==> src/rtl/axis_video_rx_fifo_pkg.sv <==
// Shared types and helpers for the AXI4-Stream video receive front end.
package axis_video_rx_fifo_pkg;

  localparam int FDATA_W    = 32;
  localparam int LINE_W_DEF = 1280;

  typedef logic [FDATA_W-1:0] FDATA;

  typedef struct packed {
    FDATA data;
    logic sof;
    logic eol;
  } vbeat_t;

  // base is the beat count before this beat; a line must end exactly on beat line_w
  function automatic logic line_len_bad(input logic last, input logic [31:0] base,
                                        input logic [31:0] line_w);
    logic bad;
    if (last) begin
      bad = ((base + 32'd1) != line_w);
    end else begin
      bad = (base == (line_w - 32'd1));
    end
    return bad;
  endfunction

endpackage

==> src/rtl/axis_sync_fifo.sv <==
// First-word-fall-through synchronous FIFO whose head entry is held in its own register.
module axis_sync_fifo
  import axis_video_rx_fifo_pkg::*;
#(
  parameter  int WIDTH = 34,
  parameter  int DEPTH = 4,
  localparam int AW    = $clog2(DEPTH),
  localparam int LW    = $clog2(DEPTH + 1)
) (
  input  logic             ACLK,
  input  logic             ARESET,
  input  logic             push,
  input  logic             pop,
  input  logic [WIDTH-1:0] din,
  output logic [WIDTH-1:0] head,
  output logic             head_valid,
  output logic [LW-1:0]    level,
  output logic [LW-1:0]    level_next
);

  logic [WIDTH-1:0] mem_r [DEPTH];
  logic [AW-1:0]    wr_ptr_r;
  logic [AW-1:0]    rd_ptr_r;
  logic [AW-1:0]    rd_ptr_nxt_s;
  logic [LW-1:0]    level_r;
  logic [LW-1:0]    level_nxt_s;
  logic [WIDTH-1:0] head_r;
  logic [WIDTH-1:0] head_nxt_s;
  logic             valid_r;

  // Next occupancy and next read position
  always_comb begin
    level_nxt_s  = level_r;
    rd_ptr_nxt_s = rd_ptr_r;
    case ({push, pop})
      2'b10:   level_nxt_s = level_r + LW'(1);
      2'b01:   level_nxt_s = level_r - LW'(1);
      default: level_nxt_s = level_r;
    endcase
    if (pop) begin
      rd_ptr_nxt_s = rd_ptr_r + AW'(1);
    end else begin
      rd_ptr_nxt_s = rd_ptr_r;
    end
  end

  // Next head value; bypass the write data when it lands directly in the head slot
  always_comb begin
    head_nxt_s = head_r;
    if (level_nxt_s == '0) begin
      head_nxt_s = head_r;
    end else if (push && (wr_ptr_r == rd_ptr_nxt_s)) begin
      head_nxt_s = din;
    end else begin
      head_nxt_s = mem_r[rd_ptr_nxt_s];
    end
  end

  // Storage write port; entries need no reset because level gates their visibility
  always_ff @(posedge ACLK) begin
    if (push) begin
      mem_r[wr_ptr_r] <= din;
    end
  end

  // Pointers, occupancy and registered head
  always_ff @(posedge ACLK) begin
    if (ARESET) begin
      wr_ptr_r <= '0;
      rd_ptr_r <= '0;
      level_r  <= '0;
      valid_r  <= 1'b0;
      head_r   <= '0;
    end else begin
      if (push) begin
        wr_ptr_r <= wr_ptr_r + AW'(1);
      end
      rd_ptr_r <= rd_ptr_nxt_s;
      level_r  <= level_nxt_s;
      valid_r  <= (level_nxt_s != '0);
      head_r   <= head_nxt_s;
    end
  end

  assign head       = head_r;
  assign head_valid = valid_r;
  assign level      = level_r;
  assign level_next = level_nxt_s;

endmodule

==> src/rtl/axis_video_rx_fifo.sv <==
// AXI4-Stream video slave: registered TREADY, FWFT beat buffer and sticky line-length/SOF checks.
module axis_video_rx_fifo
  import axis_video_rx_fifo_pkg::*;
#(
  parameter  int DATA_W = 32,
  parameter  int DEPTH  = 4,
  parameter  int LINE_W = LINE_W_DEF,
  localparam int LW     = $clog2(DEPTH + 1),
  localparam int CW     = $clog2(LINE_W + 1)
) (
  input  logic              ACLK,
  input  logic              ARESET,
  input  logic [DATA_W-1:0] TDATA,
  input  logic              TVALID,
  input  logic              TLAST,
  input  logic              TUSER,
  output logic              TREADY,
  input  logic              datapath_ready,
  output logic [DATA_W-1:0] rgb_out,
  output logic              rgb_sof,
  output logic              rgb_eol,
  output logic              rgb_valid,
  output logic [LW-1:0]     level,
  input  logic              err_clr,
  output logic              err_line_len,
  output logic              err_sof
);

  logic              tready_r;
  logic              push_s;
  logic              pop_s;
  logic [DATA_W+1:0] head_s;
  logic              head_valid_s;
  logic [LW-1:0]     level_nxt_s;
  logic [CW-1:0]     pix_cnt_r;
  logic [CW-1:0]     pix_base_s;
  logic [CW-1:0]     pix_nxt_s;
  logic              sof_mid_s;
  logic              len_bad_s;
  logic              err_line_len_r;
  logic              err_sof_r;

  assign push_s = TVALID & tready_r;
  assign pop_s  = head_valid_s & datapath_ready;

  axis_sync_fifo #(
    .WIDTH (DATA_W + 2),
    .DEPTH (DEPTH)
  ) u_fifo (
    .ACLK       (ACLK),
    .ARESET     (ARESET),
    .push       (push_s),
    .pop        (pop_s),
    .din        ({TDATA, TUSER, TLAST}),
    .head       (head_s),
    .head_valid (head_valid_s),
    .level      (level),
    .level_next (level_nxt_s)
  );

  // Line checker: a mid-line SOF restarts counting as if this beat opened a new line
  always_comb begin
    sof_mid_s  = TUSER && (pix_cnt_r != '0);
    pix_base_s = pix_cnt_r;
    if (sof_mid_s) begin
      pix_base_s = '0;
    end else begin
      pix_base_s = pix_cnt_r;
    end
    len_bad_s = line_len_bad(TLAST, 32'(pix_base_s), 32'(LINE_W));
    if (TLAST) begin
      pix_nxt_s = '0;
    end else if (pix_base_s >= CW'(LINE_W - 1)) begin
      pix_nxt_s = CW'(LINE_W);
    end else begin
      pix_nxt_s = pix_base_s + CW'(1);
    end
  end

  // Handshake register, pixel counter and sticky flags (a new error beats err_clr)
  always_ff @(posedge ACLK) begin
    if (ARESET) begin
      tready_r       <= 1'b0;
      pix_cnt_r      <= '0;
      err_line_len_r <= 1'b0;
      err_sof_r      <= 1'b0;
    end else begin
      tready_r <= (level_nxt_s < LW'(DEPTH));
      if (push_s) begin
        pix_cnt_r <= pix_nxt_s;
      end
      err_line_len_r <= (push_s & len_bad_s) | (err_line_len_r & ~err_clr);
      err_sof_r      <= (push_s & sof_mid_s) | (err_sof_r & ~err_clr);
    end
  end

  assign TREADY       = tready_r;
  assign rgb_out      = head_s[DATA_W+1:2];
  assign rgb_sof      = head_s[1];
  assign rgb_eol      = head_s[0];
  assign rgb_valid    = head_valid_s;
  assign err_line_len = err_line_len_r;
  assign err_sof      = err_sof_r;

endmodule

==> config.mk <==
export PLATFORM = sky130hd
export DESIGN_NAME = axis_video_rx_fifo
export DESIGN_NICKNAME = d
export VERILOG_FILES = /design/src/rtl/axis_video_rx_fifo_pkg.sv /design/src/rtl/axis_sync_fifo.sv /design/src/rtl/axis_video_rx_fifo.sv
export SDC_FILE = /design/constraint.sdc
export NUM_CORES = 1
export LEC_CHECK = 0
export CORE_UTILIZATION = 43
export DETAILED_ROUTE_END_ITERATION = 6
export GPL_ROUTABILITY_DRIVEN = 0
export SYNTH_ARGS = -nofsm -noshare
export SYNTH_HDL_FRONTEND = slang
export SYNTH_SLANG_ARGS = --single-unit
export TNS_END_PERCENT = 20
==> constraint.sdc <==
create_clock -name ACLK -period 3.4 [get_ports ACLK]
set_input_delay 0.34 -clock ACLK [delete_from_list [all_inputs] [get_ports ACLK]]
set_output_delay 0.34 -clock ACLK [all_outputs]
set_load 0.01 [all_outputs]
======== After elaboration in Yosys (flattened, before gate mapping) ========
Memory sizes are Yosys's and may differ from the RTL's. A register that Yosys moved wholly into a read port is not among the register bits.
Index checks and enable logic that the tools add are counted.
word-level totals
  word-level logic and storage cells ...... 43
  input port bits ......................... 39
  output and inout bits ................... 41
  RAM bits ................................ 136
  memories kept ........................... 1
  bits in registers ....................... 22
memories
  name          depth  bits a word  read ports  clocked after memory_dff  wr ports  line                  source
  u_fifo.mem_r  4      34           1           1                         1         axis_sync_fifo.sv:21  logic [WIDTH-1:0] mem_r [DEPTH];
operators by class
  multiplexer cells ....................... 8
  bitwise gates (word level) .............. 9
  add/subtract/negate cells ............... 6
  equality and inequality tests ........... 4
  magnitude comparators ................... 2
  reductions and logical operators ........ 5
operators with widths
  cell                                                       number
  two-way mux 11 bit                                         3
  adder 11 x 1 -> 12 bit, second input constant              1
  inequality test 12 x 11 -> 1 bit, second input constant    1
  adder 11 x 1 -> 11 bit, second input constant              1
  == test 11 bit, second input constant                      1
  greater-or-equal comparator 11 bit, second input constant  1
  nonzero test 11 bit                                        1
  AND 1 bit                                                  6
  case mux 3 bit (2 select lines)                            1
  adder 2 x 1 -> 2 bit, second input constant                2
  adder 3 x 1 -> 3 bit, second input constant                1
  zero test 3 bit                                            1
  < comparator 3 bit, second input constant                  1
  two-way mux 1 bit                                          3
  nonzero test 3 bit                                         1
  subtractor 3 x 1 -> 3 bit, second input constant           1
  == test 2 x 1 -> 1 bit, second input constant              1
  == test 2 bit, second input constant                       1
  two-way mux 2 bit                                          1
  bitwise OR 1 bit                                           2
  logical AND 1 bit                                          1
  zero test 1 bit                                            1
  NOT 1 bit                                                  1

======== Longest topological paths before layout ========
Gate-level depths: netlist of the first run.
  depth after elaboration ................. 8
  gate-level depth with buffers ........... 15
  mapped depth without buffers ............ 10

======== By module ========
A second synthesis of the first run with hierarchy kept.
second synthesis, totals
  cell total of the unflattened synthesis .. 505
  area, all modules ....................... 7,855.0 µm²
modules (own cells, without submodules)
  module              sequential area each (µm²)  times used  area an instance (µm²)  cells an instance
  axis_sync_fifo      4,924.7                     1           6,900.4                 379
  axis_video_rx_fifo  280.3                       1           954.7                   126

======== Least setup slack after synthesis of the first run ========
No wires, ideal clock.
  path type ............................... register to register
  start ................................... register tready_r (netlist: TREADY)
  end ..................................... register u_fifo.head_r[1] (netlist: u_fifo.head[1]) (read register of u_fifo.mem_r)
  setup time .............................. 0.060 ns
  arrival ................................. 3.028 ns
  setup slack ............................. 0.312 ns
  path buffers ............................ 3
  stages on the path, launching flop included .. 14
  data required time ...................... 3.340 ns
  period minus slack after synthesis ...... 3.088 ns
  path through ............................ dfxtp_1 > and2_1 > clkbuf_1 > inv_2 > clkbuf_1 > ha_1 > inv_1 > fa_1 > xor2_1 > o21ai_1 > nand2_1 > nor3b_1 > clkbuf_1 > a221o_1
between the ends
  longest elaborated chain between the ends .. 5
  elaborated cells on any way between the ends .. 6
  classes of those cells .................. eq/ne: 2; mux: 1; bitwise: 1; reduce/logical: 2
ends and longest elaborated chain
  what                                                            line                      source
  start: declaration                                              axis_video_rx_fifo.sv:29  logic tready_r;
  start signal: assignment                                        axis_video_rx_fifo.sv:88  tready_r <= (level_nxt_s < LW'(DEPTH));
  AND 1 bit (*)                                                   axis_video_rx_fifo.sv:43  assign push_s = TVALID & tready_r;
  == test 2 x 1 -> 1 bit / == test 2 bit (equally long branches)  axis_sync_fifo.sv:35      case ({push, pop})
  case mux 3 bit (2 select lines) (*)                             axis_sync_fifo.sv:35
  zero test 3 bit (*)                                             axis_sync_fifo.sv:50      if (level_nxt_s == '0) begin
  zero test 1 bit (no source line) (*)                            n/a
  end: declaration                                                axis_sync_fifo.sv:27      logic [WIDTH-1:0] head_r;
Mark *: on every way between the ends. The rest lies on a longest branch, timed or not.
A chain may end at the register's enable or synchronous reset.

======== Final worst setup path of the first run ========
  start ................................... input port TVALID
  end ..................................... register u_fifo.head_r[20] (netlist: u_fifo.head[20]) (read register of u_fifo.mem_r)
between the ends
  longest elaborated chain between the ends .. 5
  elaborated cells on any way between the ends .. 6
  classes of those cells .................. eq/ne: 2; mux: 1; bitwise: 1; reduce/logical: 2
ends and longest elaborated chain
  what                                                            line                      source
  start: declaration                                              axis_video_rx_fifo.sv:14  input logic TVALID,
  AND 1 bit (*)                                                   axis_video_rx_fifo.sv:43
  == test 2 x 1 -> 1 bit / == test 2 bit (equally long branches)  axis_sync_fifo.sv:35
  case mux 3 bit (2 select lines) (*)                             axis_sync_fifo.sv:35
  zero test 3 bit (*)                                             axis_sync_fifo.sv:50
  zero test 1 bit (no source line) (*)                            n/a
Marked as above.

==> run summary, run 1 <==
The clock input transition at the sequential cells of the worst setup and hold paths is 0.07 ns. The average footprint of a synthesized cell is 14.2 sq um. The clock tree from TritonCTS is built. The share of the clock period used by the worst path after layout came out at 82.1%. The H-tree was split into 4 levels. The run finished with clean final reports.

The clock network latency to the later pin of the worst-skew pair came out at 0.43 ns. The overall global routing resource usage came out at 19.9%. The cell area after technology mapping came out at 9090 sq um. The starting DRC count in detailed routing is 418. The wire length of the first global-routing pass is 32900 um. The number of clock sinks seen by CTS came out at 192. The worst max-slew margin expressed relative to the limit came out at 49.7%. The repair_antennas step left the layout with diodes totalling 0. The static power due to leakage came out at 4.12 nW. The area added between synthesis and finish is 18.2%. The initial core utilization is 44.4%. Combinational cells account for 32.4% of the total power. Port buffering added 79 buffers.

The upper clock frequency limit is 358 MHz. The synthesized netlist net count came out at 685. The number of max-slew violations in the final report is 0.

The iteration count of the initial detailed-routing pass is 5. The measured slew at the worst slew-check pin is 0.755 ns. The area of the placeable core came out at 20500 sq um. Once layout is complete, the utilization of the core stands at 52.4%. Across the run, the number of max-cap violations was 0. The fraction of power spent switching nets came out at 30.9%. The largest net degree at the start of global routing came out at 103. The kind of start point of the critical path is an input pin. The sequential share of the synthesized area came out at 57.2%. The number of hold buffers added after CTS was 0. The signal on the critical path passes through clkdlybuf4s50_1 > and2_1 > inv_2 > ha_1 > inv_1 > fa_1 > xor2_1 > or3_1 > a31o_2 > buf_12 > nor3_1 > a221o_1. The number of remaining DRC errors is 0. The number of global-route vias before repair is 6089. Counting along the longest clock path gives a buffer depth of 2. The total power divided by cell area came out at 678 nW/um^2.

The dominant register cell in the synthesized netlist is sky130_fd_sc_hd__edfxtp_1. STA puts the critical path data required time at 3.77 ns. The number of antenna violations at the first check in global routing was 0.

The final critical delay including setup and external delays is 2.79 ns. The slowest stage of the critical path is the sky130_fd_sc_hd__clkdlybuf4s50_1 cell. The warning count from the yosys run is 0. The number of setup buffers added after CTS is 0. The synthesized design contains 192 register bits. The min-delay analysis places its worst path in the category flop to flop. The switching power of the nets came out at 0.00225 W. The async set-reset flop share out of synthesis is 0%. The via total after detailed routing came out at 5777. The tree is rooted in a sky130_fd_sc_hd__clkbuf_16. The worst hold margin is 0.488 ns.

The number of failing hold endpoints at the final stage is 0. Setup total negative slack on the finished layout was measured at 0 ns. The count of endpoints failing setup in the final report came out at 0. The number of clock buffers inserted by TritonCTS came out at 17. The total power after layout is 0.00728 W. The maximum single-stage delay on the critical path came out at 0.48 ns. The number of filler instances in the final layout is 1732. On the final layout, the worst clock skew is 0.0103 ns. The endpoint kind of the worst setup timing path is a flop. The number of top-level pins came out at 80. The instance count of the mapped netlist is 639. The die covers 21700 sq um. The number of instances resized during post-cts repair came out at 0. The count of nets left with antenna violations after detail routing came out at 0. Setup repair after global routing left no endpoint under its margin. The mean number of vias per cell came out at 5.85. After the last flow step, the layout net total stands at 750. The placement-stage cell area is 10200 sq um. In this run, synthesis inferred 136 flip-flops with an integrated enable.

The number of core rows came out at 52. Synthesis instantiated 54 different standard cells from the library. In this run the vertical extent of the chip is 147 um. The relative contribution of sequential cells to total power is 41.8%. The highest net fanout along the worst path came out at 20. The routed design has 20500 um of wire. After detailed routing, the average wire length per cell comes to 20.8 um.

The internal power component came out at 0.00503 W. The estimated wirelength of the detail-placed design came out at 12400 um. With fillers left out, the area of the finished cells amounts to 10700 sq um. The share of final-layout standard cells stronger than drive strength 1 came out at 13.8%.

The worst-case vdd ir drop is 0.433 mV. The overflow left after global routing came out at 0. Data on the critical path arrives at its endpoint at 3.16 ns. The category of the most critical setup path is input pin to flop.

Of the total power, the clock network draws 25.9%. The die outline width is 147 um.
-- cells in the mapped netlist (6+ instances only) --
| library cell | number | area, sq um |
|---|---|---|
| sky130_fd_sc_hd__buf_2 | 21 | 105 |
| sky130_fd_sc_hd__clkbuf_1 | 21 | 78.8 |
| sky130_fd_sc_hd__nand2_1 | 17 | 63.8 |
| sky130_fd_sc_hd__a221o_1 | 34 | 340 |
| sky130_fd_sc_hd__nor2_1 | 12 | 45.0 |
| sky130_fd_sc_hd__o21ai_1 | 6 | 30.0 |
| sky130_fd_sc_hd__a21oi_1 | 11 | 55.1 |
| sky130_fd_sc_hd__inv_1 | 14 | 52.6 |
| sky130_fd_sc_hd__mux2i_1 | 137 | 1370 |
| sky130_fd_sc_hd__and3_1 | 8 | 50.1 |
| sky130_fd_sc_hd__nand3_1 | 9 | 45.0 |
| sky130_fd_sc_hd__nor3_1 | 39 | 195 |
| sky130_fd_sc_hd__xor2_1 | 7 | 61.3 |
| sky130_fd_sc_hd__edfxtp_1 | 136 | 4080 |
| sky130_fd_sc_hd__mux4_2 | 34 | 766 |
| sky130_fd_sc_hd__dfxtp_1 | 56 | 1120 |
| sky130_fd_sc_hd__ha_1 | 6 | 75.1 |
-- cells by family after synthesis --
| family | after synthesis | share of synthesized area (%) |
|---|---|---|
| compound gates | 79 | 7.16 |
| fa+ha+maj | 7 | 1.05 |
| mux | 171 | 23.5 |
| buf+inv | 69 | 3.59 |
| flops | 192 | 57.2 |
| simple gates | 109 | 6.30 |
| xor+xnor | 12 | 1.16 |
-- worst paths after layout --
kind / start / slack, ns / cells past startpoint / end
worst min-delay path: u_fifo.head[5] / 0.49 / 1 / u_fifo.head[5]
worst max register to register: TREADY / 0.70 / 11 / u_fifo.head[20]
worst max-delay path: TVALID / 0.61 / 12 / u_fifo.head[20]
worst min register to register: u_fifo.head[5] / 0.49 / 1 / u_fifo.head[5]
-- state kept, by name, indices dropped and copies added (netlist names) --
name and count:
u_fifo.mem_r 136, u_fifo.head 34, pix_cnt_r 11, u_fifo.level 3
u_fifo.rd_ptr_r 2, u_fifo.wr_ptr_r 2, TREADY 1, err_line_len 1
err_sof 1, u_fifo.head_valid 1
-- routing by layer --
metal | GRT usage [%] | vias up | routed length (um)
met2 | 34.1 | 135 | 10200
met1 | 26.3 | 2962 | 9350
met3 | 3.27 | 27 | 715
met5 | 0 | - | 0
met4 | 5.31 | 0 | 272
li1 | - | 2653 | -
-- metrics by stage --
step | instances | setup slack (ns)
2_1_floorplan | 639 | 0.312
3_3_place_gp | 955 | 0.231
3_5_place_dp | 955 | 0.206
4_1_cts | 987 | 0.642
5_1_grt | 987 | 0.450
6_report | 987 | 0.609
-- placed cells by master, fill, tap and decap left out, types with 4 or more instances in the layout --
cell type and n:
sky130_fd_sc_hd__mux2i_1 137, sky130_fd_sc_hd__edfxtp_1 136, sky130_fd_sc_hd__clkdlybuf4s50_1 79, sky130_fd_sc_hd__dfxtp_1 54
sky130_fd_sc_hd__nor3_1 39, sky130_fd_sc_hd__mux4_2 34, sky130_fd_sc_hd__a221o_1 34, sky130_fd_sc_hd__clkbuf_16 17
sky130_fd_sc_hd__nand2_1 16, sky130_fd_sc_hd__inv_1 14, sky130_fd_sc_hd__buf_4 13, sky130_fd_sc_hd__nor2_1 12
sky130_fd_sc_hd__a21oi_1 11, sky130_fd_sc_hd__nand3_1 9, sky130_fd_sc_hd__xor2_1 7, sky130_fd_sc_hd__o21ai_1 6
sky130_fd_sc_hd__ha_1 6, sky130_fd_sc_hd__buf_12 6, sky130_fd_sc_hd__nor2b_1 5, sky130_fd_sc_hd__xnor2_1 5
sky130_fd_sc_hd__clkinv_4 5, sky130_fd_sc_hd__and3_2 4, sky130_fd_sc_hd__and3_1 4, sky130_fd_sc_hd__inv_8 4
-- area by class of cell --
cell class              count  area, sq um  area share (%)
multi-input cells         378         3580            33.3
repair buffers             98         1010            9.38
clock buffers              17          425            3.96
flip-flops and latches    192         5210            48.4
well taps                 270          338            3.14
clock inverters            15          126            1.18
inverters                  17         63.8           0.594
-- worst max-delay path, delay by kind of cell --
| kind | cells | cell delay [ns] |
|---|---|---|
| simple gates | 3 | 0.84 |
| buf+inv | 4 | 0.78 |
| fa+ha+maj | 2 | 0.54 |
| compound gates | 2 | 0.48 |
| xor+xnor | 1 | 0.16 |
-- power groups by stage --
stage | sequential (W) | clock, W | combinational (W)
after global routing | 0.00308 | 0.00201 | 0.00255
final | 0.00304 | 0.00188 | 0.00236
after detailed placement | 0.00309 | 0 | 0.00237
after global placement | 0.00309 | 0 | 0.00234
after floorplan | 0.00313 | 0 | 0.00138
after CTS | 0.00305 | 0.00193 | 0.00239
(Power assumes the default switching activity.)
==> inputs of run 2 (changes only) <==
Clock period 3.4 ns to 2.25 ns, I/O delays scaled along.
==> run 2 against run 1 <==
The flow now finishes with violations (setup timing). Global-route usage grew 0.77 points. Cell area grew 6.6%. Utilization grew 3.4 points. Critical path depth grew 1. Flip-flop and latch count is the same. Worst hold slack lost 0.035 ns. Critical endpoint is now u_fifo.head[33].
==> run summary, run 2 (synthesized netlist as in run 1, its figures left out) <==
The most common cell after layout, fill and taps aside is sky130_fd_sc_hd__mux2i_1. The hold buffer count at cts was 0 (unchanged). The number of core rows was 52 (unchanged). The static power due to leakage came out at 4.44 nW (+7.8%). The die outline width is 147 um (unchanged). Walking the worst path, the cells encountered are and2_4 > inv_4 > ha_4 > inv_2 > fa_2 > xor2_1 > or3_1 > a31o_2 > buf_12 > nor2b_4 > buf_6 > clkbuf_16 > a221o_1. The number of max-slew violations in the final report is 0 (unchanged). The clock tree from TritonCTS is built. STA classifies the critical path endpoint as a flop.

The clock network latency to the later pin of the worst-skew pair is 0.43 ns (about the same). The slack of the critical path came to -0.364 ns (-0.973 ns). The overflow left after global routing is 0 (unchanged). Setup repair after global routing could not meet its margin everywhere. The largest net degree at the start of global routing is 44 (-57%).

Clock tree synthesis selected as its root buffer the cell sky130_fd_sc_hd__clkbuf_16. The maximum single-stage delay on the critical path is 0.34 ns (-0.14 ns). The via total after detailed routing is 5952 (+3.0%). The maximum count of clock buffers along a single path is 2 (unchanged). The number of clock buffers inserted by TritonCTS came out at 17 (unchanged). The post-detailed-routing wire length came to 22200 um (+7.9%). The routed length per instance came out at 21.4 um (+2.6%). Subtracting the final worst setup slack from the clock period gives 2.61 ns. The total power divided by cell area came out at 1050 nW/um^2 (+55%). The highest net fanout along the worst path came out at 7 (-65%).

STA classifies the critical path startpoint as a flop. The number of antenna violations at the first check in global routing came out at 0 (unchanged). The setup slack of the most critical reg-to-reg path came out at -0.36 ns (-1.06 ns). More flip-flops sit in one register than any other, and that register is u_fifo.mem_r.

The pre-CTS setup slack came out at -0.802 ns (-1.01 ns). The final setup skew came out at 0.0107 ns (+0.000443 ns). The data arrival at the endpoint of the critical path came out at 2.98 ns (-0.18 ns). The height of the die is 147 um (unchanged). In this run the worst hold path is classified as input pin to flop. The share of final-layout standard cells stronger than drive strength 1 is 23.2% (+9.4 points). The clock input transition at the sequential cells of the worst setup and hold paths is 0.07 ns (about the same). The count of nets left with antenna violations after detail routing is 0 (unchanged).

The number of port buffers came out at 79 (unchanged). The area of the die is 21700 sq um (unchanged). The share of the clock period used by the worst path after layout came out at 116%.

The antenna diode count is 0 (unchanged). The mean number of vias per cell is 5.73 (-2.0%). The iteration count of the initial detailed-routing pass was 4 (-1). The number of clock sinks seen by CTS is 192 (unchanged). Grouping stages by cell kind, the critical path spends the most delay in simple AND/OR/NAND/NOR gates. The total negative slack for setup checks came out at -11.66 ns (-11.66 ns).

The area of the placeable core was 20500 sq um (unchanged). Relative to the synthesized area, the layout overhead comes to 26.0%. The number of global-route vias before repair came to 6112 (+0.38%). The number of maximum-capacitance violations is 0 (unchanged). The number of top-level pins came out at 80 (unchanged). The initial core utilization is 44.4% (unchanged). The count of buffering cells on the critical path with inverters included is 5 (+1). The post-layout net count came out at 801 (+6.8%).

The final reports fail on setup timing. The number of failing hold endpoints at the final stage was 0 (unchanged). The count of endpoints failing setup in the final report is 35 (+35). The upper clock frequency limit came out at 383 MHz. The estimated wirelength of the detail-placed design is 13700 um (+10%). The top cell types in the final layout, fill and taps aside, are sky130_fd_sc_hd__mux2i_1 (137), sky130_fd_sc_hd__edfxtp_1 (136), sky130_fd_sc_hd__clkdlybuf4s50_1 (78). By startpoint and endpoint, the worst setup path is classified as flop to flop. The H-tree level count is 4 (unchanged).

The overall global routing resource usage was 20.7% (+0.77 points). The worst max-slew margin expressed relative to the limit came out at 59.1% (+9.4 points). The measured slew at the worst slew-check pin was 0.613 ns (-0.141 ns). The critical-path cell with the highest stage delay is sky130_fd_sc_hd__fa_2.

The worst-case vdd ir drop came out at 0.539 mV (+25%). The flip-flop count of the largest register, all copies and words added was 136 (unchanged). The wire length of the first global-routing pass came out at 33900 um (+3.2%). The critical path data required time is 2.62 ns (-1.15 ns). The number of remaining DRC errors came to 0 (unchanged). The starting DRC count in detailed routing is 426 (+1.9%). The flow ran to the end, but the final reports show violations.
## run 2: changes by cell type in the layout (fill, tap and decap cells not counted), sizes merged
cell / previous run / this run
buf: 19 / 68
dlygate4sd2: 0 / 1
clkinv: 8 / 1
bufinv: 0 / 3
inv: 24 / 23
clkinvlp: 0 / 3
clkdlybuf4s50: 79 / 78
clkbuf: 17 / 21
## run 2: layout make-up
type | instances | area, sq um
sequential | 192 | 5210
clock inverter | 13 | 178
timing repair buffer | 149 | 1470
multi-input combinational | 378 | 3750
clock buffer | 19 | 443
tap | 270 | 338
inverter | 17 | 71.3
fill | 1643 | 9040
## run 2: report_power, final
group | switching (W) | internal [W]
sequential | 0.000313 | 0.00428
combinational | 0.00197 | 0.00229
clock | 0.00137 | 0.00181
## run 2: routing by layer
metal,vias to the layer above,share of wire [%],track usage (%)
li1,2765,-,-
met1,3020,45,27.6
met2,151,50,35.1
met3,16,4.0,3.64
met4,0,0.95,4.90
met5,-,0,0
## run 2: worst paths after layout
check	from	endpoint	cells past startpoint
max	TREADY	u_fifo.head[33]	13
max reg2reg	TREADY	u_fifo.head[33]	13
min reg2reg	u_fifo.head[1]	u_fifo.head[1]	1
min	TDATA[16]	u_fifo.mem_r[0][18]	1
## run 2: metrics by stage
step                      instance area [sq um]  hold slack [ns]  total power, W  instances  utilization (%)
after global routing                      11500            0.447          0.0125       1038             55.9
after global placement                    10500            0.472         0.00850        993             51.3
after CTS                                 11200            0.436          0.0118       1025             54.6
final                                     11500            0.453          0.0120       1038             55.9
after floorplan                            9160            0.324         0.00688        639                -
after detailed placement                  10500            0.468         0.00857        993             51.3
## run 2: what timing repair did
item                                    in CTS  in global routing
cloned                                       0                  3
endpoints found under the setup margin      34                 34
buffers inserted                             0                 10
pin swaps                                    0                 40
resized for setup                           17                 29
hold endpoints to repair                     0                  0
